===== src/rtl/bcd_display_scanner_if.sv =====
// Bus between the BCD converter stage and the display scanner.
// Converter side: load strobe, sign flag, eight BCD digits (first = LSD .. eighth = MSD).
// Display side: seg {g..a} active-low, an active-low digit enables, slot index, sign_ovf.
interface bcd_display_scanner_if;
  logic       load;
  logic       neg;
  logic [3:0] first;
  logic [3:0] second;
  logic [3:0] third;
  logic [3:0] fourth;
  logic [3:0] fifth;
  logic [3:0] sixth;
  logic [3:0] seventh;
  logic [3:0] eighth;
  logic [6:0] seg;
  logic [7:0] an;
  logic [2:0] slot;
  logic       sign_ovf;

  modport master (
    output load, neg, first, second, third, fourth, fifth, sixth, seventh, eighth,
    input  seg, an, slot, sign_ovf
  );

  modport slave (
    input  load, neg, first, second, third, fourth, fifth, sixth, seventh, eighth,
    output seg, an, slot, sign_ovf
  );
endinterface


===== src/rtl/bcd_display_scanner.sv =====
// Purpose: holds 8 BCD digits + sign and scans them onto an 8-digit common-anode
//   7-segment display with leading-zero blanking and a floating minus sign.
// Latency: 1 cycle from slot index / held data change to seg/an/slot/sign_ovf pins.
// Backpressure: none; load is accepted on any cycle, including mid-scan.
// Ports: clock, reset (sync, active-high); bus (slave modport): load/neg/first..eighth in,
//   seg/an/slot/sign_ovf out, all outputs registered.
module bcd_display_scanner #(
  parameter int REFRESH_DIV   = 50000,
  parameter bit BLANK_LEADING = 1'b1
) (
  input logic                   clock,
  input logic                   reset,
  bcd_display_scanner_if.slave  bus
);

  localparam int PW = (REFRESH_DIV > 1) ? $clog2(REFRESH_DIV) : 1;

  logic [PW-1:0]   r_presc;
  logic [2:0]      r_slot_idx;
  logic [7:0][3:0] r_digits;
  logic            r_neg;

  logic [6:0]      r_seg;
  logic [7:0]      r_an;
  logic [2:0]      r_slot;
  logic            r_ovf;

  logic            w_tick;
  logic [2:0]      w_msd;
  logic [3:0]      w_cur_digit;
  logic [6:0]      w_seg_nxt;
  logic            w_ovf_nxt;

  function automatic logic [6:0] glyph(input logic [3:0] d);
    case (d)
      4'd0:    glyph = 7'h40;
      4'd1:    glyph = 7'h79;
      4'd2:    glyph = 7'h24;
      4'd3:    glyph = 7'h30;
      4'd4:    glyph = 7'h19;
      4'd5:    glyph = 7'h12;
      4'd6:    glyph = 7'h02;
      4'd7:    glyph = 7'h78;
      4'd8:    glyph = 7'h00;
      4'd9:    glyph = 7'h10;
      default: glyph = 7'h06;  // non-BCD input shows "E"
    endcase
  endfunction

  assign w_tick      = (r_presc == PW'(REFRESH_DIV - 1));
  assign w_cur_digit = r_digits[r_slot_idx];

  // Most significant non-zero digit; 0 when all digits are zero so "0" stays visible.
  always_comb begin
    w_msd = 3'd0;
    for (int i = 1; i < 8; i++) begin
      if (r_digits[i] != 4'd0) w_msd = 3'(i);
    end
  end

  // With msd == 7 there is no slot left for the minus; sign_ovf flags it instead.
  always_comb begin
    w_seg_nxt = 7'h7F;
    if (!BLANK_LEADING || (r_slot_idx <= w_msd)) begin
      w_seg_nxt = glyph(w_cur_digit);
    end else if (r_neg && (w_msd != 3'd7) && (r_slot_idx == w_msd + 3'd1)) begin
      w_seg_nxt = 7'h3F;
    end
  end

  assign w_ovf_nxt = BLANK_LEADING && r_neg && (w_msd == 3'd7);

  always_ff @(posedge clock) begin
    if (reset) begin
      r_presc    <= '0;
      r_slot_idx <= 3'd0;
      r_digits   <= '0;
      r_neg      <= 1'b0;
      r_seg      <= 7'h7F;
      r_an       <= 8'hFF;
      r_slot     <= 3'd0;
      r_ovf      <= 1'b0;
    end else begin
      r_presc <= w_tick ? '0 : r_presc + PW'(1);
      if (w_tick) r_slot_idx <= r_slot_idx + 3'd1;
      if (bus.load) begin
        r_neg    <= bus.neg;
        r_digits <= {bus.eighth, bus.seventh, bus.sixth, bus.fifth,
                     bus.fourth, bus.third, bus.second, bus.first};
      end
      r_seg  <= w_seg_nxt;
      r_an   <= ~(8'b1 << r_slot_idx);
      r_slot <= r_slot_idx;
      r_ovf  <= w_ovf_nxt;
    end
  end

  assign bus.seg      = r_seg;
  assign bus.an       = r_an;
  assign bus.slot     = r_slot;
  assign bus.sign_ovf = r_ovf;

endmodule

===== src/flat_wrapper.sv =====
// flat-port wrapper written by rule: the top's interface ports become plain ports
module bcd_display_scanner_flat 
#(
  parameter int REFRESH_DIV   = 50000,
  parameter bit BLANK_LEADING = 1'b1
)
  (clock, reset, bus_load, bus_neg, bus_first, bus_second, bus_third, bus_fourth, bus_fifth, bus_sixth, bus_seventh, bus_eighth, bus_seg, bus_an, bus_slot, bus_sign_ovf);
  bcd_display_scanner_if bus_i ();
  input logic clock;
  input logic reset;
  input wire logic [$bits(bus_i.load)-1:0] bus_load;
  input wire logic [$bits(bus_i.neg)-1:0] bus_neg;
  input wire logic [$bits(bus_i.first)-1:0] bus_first;
  input wire logic [$bits(bus_i.second)-1:0] bus_second;
  input wire logic [$bits(bus_i.third)-1:0] bus_third;
  input wire logic [$bits(bus_i.fourth)-1:0] bus_fourth;
  input wire logic [$bits(bus_i.fifth)-1:0] bus_fifth;
  input wire logic [$bits(bus_i.sixth)-1:0] bus_sixth;
  input wire logic [$bits(bus_i.seventh)-1:0] bus_seventh;
  input wire logic [$bits(bus_i.eighth)-1:0] bus_eighth;
  output wire logic [$bits(bus_i.seg)-1:0] bus_seg;
  output wire logic [$bits(bus_i.an)-1:0] bus_an;
  output wire logic [$bits(bus_i.slot)-1:0] bus_slot;
  output wire logic [$bits(bus_i.sign_ovf)-1:0] bus_sign_ovf;
  assign bus_i.load = bus_load;
  assign bus_i.neg = bus_neg;
  assign bus_i.first = bus_first;
  assign bus_i.second = bus_second;
  assign bus_i.third = bus_third;
  assign bus_i.fourth = bus_fourth;
  assign bus_i.fifth = bus_fifth;
  assign bus_i.sixth = bus_sixth;
  assign bus_i.seventh = bus_seventh;
  assign bus_i.eighth = bus_eighth;
  assign bus_seg = bus_i.seg;
  assign bus_an = bus_i.an;
  assign bus_slot = bus_i.slot;
  assign bus_sign_ovf = bus_i.sign_ovf;
  bcd_display_scanner #(.REFRESH_DIV(REFRESH_DIV), .BLANK_LEADING(BLANK_LEADING)) u_core (.clock(clock), .reset(reset), .bus(bus_i));
endmodule

===== config.mk =====
export PLATFORM = sky130hd
export DESIGN_NAME = bcd_display_scanner_flat
export DESIGN_NICKNAME = d
export VERILOG_FILES = /design/src/rtl/bcd_display_scanner_if.sv /design/src/rtl/bcd_display_scanner.sv /design/src/flat_wrapper.sv
export SDC_FILE = /design/constraint.sdc
export NUM_CORES = 1
export LEC_CHECK = 0
export CORE_ASPECT_RATIO = 1.1
export CORE_MARGIN = 8
export CORE_UTILIZATION = 50
export DETAILED_ROUTE_END_ITERATION = 8
export GPL_TIMING_DRIVEN = 1
export PLACE_DENSITY = 0.75
export SETUP_SLACK_MARGIN = 0.05
export SLEW_MARGIN = 20
export SYNTH_ARGS = -nofsm -noshare
export SYNTH_HDL_FRONTEND = slang
export SYNTH_SLANG_ARGS = --single-unit
export TNS_END_PERCENT = 50

===== constraint.sdc =====
create_clock -name clock -period 2.5 [get_ports clock]
set_input_delay 0.5 -clock clock [delete_from_list [all_inputs] [get_ports clock]]
set_output_delay 0.5 -clock clock [all_outputs]
set_load 0.02 [all_outputs]

==> flow_metrics.tcl <==
set metrics [dict create \
    hp-class "flip-flop to flip-flop" \
    critPathCaptureType "flip-flop" \
    via_count 2340 \
    coreArea_um2 6120 \
    drtIter0Drc 87 \
    yosysWarningCount 0 \
    grt_pass1_vias 2355 \
    crit_fanout 4 \
    die_area_um2 9070 \
    synth-seq-area-share_pct 45.3 \
    htree_levels 3 \
    start_kind "flip-flop" \
    antenna_found_initial 0 \
    drcViolationCount 0 \
    criticalPathCategory "flip-flop to flip-flop" \
    cts.sinks 71 \
    dpl.hpwl_um 4680 \
    power.share.sequential_pct 47.0 \
    synthTopCellsByArea "dfxtp_1, mux2i_1, nor2_1" \
    rows 30 \
    power_frac_clock_pct 41.4 \
    ctsHoldBuffers 0 \
    synth_area_leader_cell "dfxtp_1" \
    crit_chain "or4_1, o21ai_0, nand2_1, ha_1, ha_1, xnor2_1, nand3_1, a21oi_2, o31ai_2" \
    root_buffer "clkbuf_8" \
    grt_usage_pct 14.8 \
    fin_ws_ps 211 \
    grt_max_degree 37 \
    syn_avg_cell_area_um2 10.1 \
    area_growth_pct 29.0 \
    critPathRequiredTime_ps 2720 \
    arrival_ps 2510 \
    setup_viol_count_final 0 \
    clk_latency_ps 340 \
    p_sw_share_pct 23.1 \
    routedWlPerCell_um 14.2 \
    grt_pass1_wl_um 11000 \
    multiInputGateArea_um2 1650 \
    pwr-share-comb_pct 11.7 \
    cap_violations 0 \
    n_fill_cell 477 \
    leakage_nw 1.73 \
    total_power_w 0.00259 \
    gr-total-overflow 0 \
    drt_wl_total_um 6430 \
    fmax_ghz 0.437 \
    hold_viol 0 \
    clock_skew_ps 6.25 \
    portBuffers 54 \
    fin_crit_sh_pct 91.6 \
    tightest_slew_ps 543 \
    clkSlewWorstSetupHoldPaths_ps 70 \
    p_per_area_nw_per_um2 640 \
    post-place-cells 436 \
    vdd_drop_max_mv 0.357 \
    rsz0062_at_grt "true" \
    switching_power_w 0.000597 \
    drive_gt1_share_pct 10.7 \
    clockBufferDepth 2 \
    drt-pass1-iter-count 5 \
    cts_buffers 9 \
    routed_via_density 5.17 \
    status "completed" \
    fp.dieW_um 91.5 \
    slew_violations 0 \
    cp_slowest_stage_delay_ps 510 \
    syn_inst 310 \
    start_util_pct 51.3 \
    synth.distinct_cells 38 \
    cp_top_family "simple AND/OR/NAND/NOR gates" \
    die_h_um 99.1 \
    cts_tree "yes" \
    instances_no_fill 453 \
    cp_slowest_cell "or4_1" \
    syn_area_um2 3140 \
    antenna_cells 0 \
    nets 420 \
    regArea_um2 1420 \
    cp_common_cell "ha_1" \
    cp_num_buf_inv 0 \
    place_ws_ps -3.62 \
    yosysTopAreaCellShare_pct 45.3 \
    gp_congestion 0.812 \
    ios 55 \
    synth_fp_nets 362 \
    drtAntennaViolNets 0 \
    ys_seq_elements 71 \
    relSlewSlack_pct 63.8 \
    p_int_w 0.00199 \
    period_minus_slack_ps 2290 \
]
-- layout make-up --
| type | count | share of cell area, % |
|---|---|---|
| Multi-Input combinational cell | 214 | 40.9 |
| Sequential cell | 71 | 35.1 |
| Timing Repair Buffer | 61 | 14.5 |
| Clock buffer | 12 | 4.08 |
| Tap cell | 80 | 2.47 |
| Clock inverter | 4 | 1.89 |
| Inverter | 11 | 1.02 |
-- synthesized netlist by cell type, drive strengths merged --
| master | n |
|---|---|
| mux4 | 8 |
| nor4 | 7 |
| or2 | 1 |
| a21o | 1 |
| and2b | 1 |
| xnor2 | 8 |
| a21boi | 1 |
| o31ai | 1 |
| or4 | 2 |
| ha | 16 |
| nand4 | 4 |
| or3 | 1 |
| and3 | 1 |
| nand2b | 4 |
| clkbuf | 9 |
| a32oi | 1 |
| dfxtp | 71 |
| nor3 | 4 |
| buf | 5 |
| nor2b | 1 |
| and3b | 1 |
| xor2 | 9 |
| o41ai | 1 |
| o221ai | 1 |
| o21ai | 7 |
| nand2 | 18 |
| mux2i | 37 |
| nand3 | 8 |
| a21oi | 3 |
| mux2 | 4 |
| nor2 | 63 |
| inv | 10 |
| clkinv | 1 |
-- power groups by stage --
stage	registers (W)	clock network (W)	logic, W
2_1_floorplan	0.00124	0	0.000168
3_3_place_gp	0.00123	0	0.000288
3_5_place_dp	0.00124	0	0.000294
4_1_cts	0.00121	0.00108	0.000296
5_1_grt	0.00122	0.00113	0.000334
6_report	0.00122	0.00107	0.000302
-- what timing repair did --
item                       4_1_cts  5_1_grt
pin swaps                        0        1
buffers inserted                 0        1
setup endpoints to repair        4        7
resized for setup                2        8
-- flip-flops by register name (all words and copies together), names as in the netlist --
name and count:
u_core.r_digits 32, u_core.bus.an 8, u_core.bus.sign_ovf 1, u_core.bus.seg 7
u_core.r_slot_idx 3, u_core.bus.slot 3, u_core.r_neg 1, u_core.r_presc 16
-- layer usage --
metal  GRT usage (%)  share of wire [%]  vias up
li1                -                  -     1184
met1            17.5                 46     1085
met2            23.1                 46       58
met3            4.56                5.9       13
met4            8.45                2.3        0
met5               0                  0        -
-- stage by stage --
step                utilization (%)  cell area, um^2  TNS (ps)  hold slack, ps
floorplan                         -             3140         0             429
global placement               61.2             3740         0             447
detailed placement             61.2             3740     -3.62             464
CTS                            65.3             3990         0             481
global route                   66.1             4050         0             517
finish                         66.1             4050         0             476
-- cell usage in the layout (no fill, tap or decap), drive strengths merged, types with 3 or more instances in the layout --
master          n
dfxtp          71
nor2           63
clkdlybuf4s50  53
mux2i          37
nand2          18
ha             16
clkbuf         12
inv            10
xor2            9
xnor2           8
nand3           8
mux4            8
buf             8
o21ai           7
nor4            7
nand4           4
nor3            4
nand2b          4
mux2            4
a21oi           3
-- worst paths after layout --
check | to | slack [ps] | startpoint | cells after the start
setup / recovery | u_core.bus.seg[6] | 210 | u_core.r_digits[21] | 9
hold / removal | u_core.r_presc[0] | 480 | u_core.r_presc[0] | 1
setup reg to reg | u_core.bus.seg[6] | 210 | u_core.r_digits[21] | 9
hold reg to reg | u_core.r_presc[0] | 480 | u_core.r_presc[0] | 1
-- cells by family after synthesis --
logic type,count (synthesis),synth area share [%]
buffers and inverters,25,3.67
adder cells (fa/ha/maj),16,6.38
AND/OR/NAND/NOR,116,16.5
AO/OA/AOI/OAI,16,3.31
flip-flops,71,45.3
multiplexers,49,20.1
XOR/XNOR,17,4.75
Note: power is estimated with default switching activity, not from simulation.
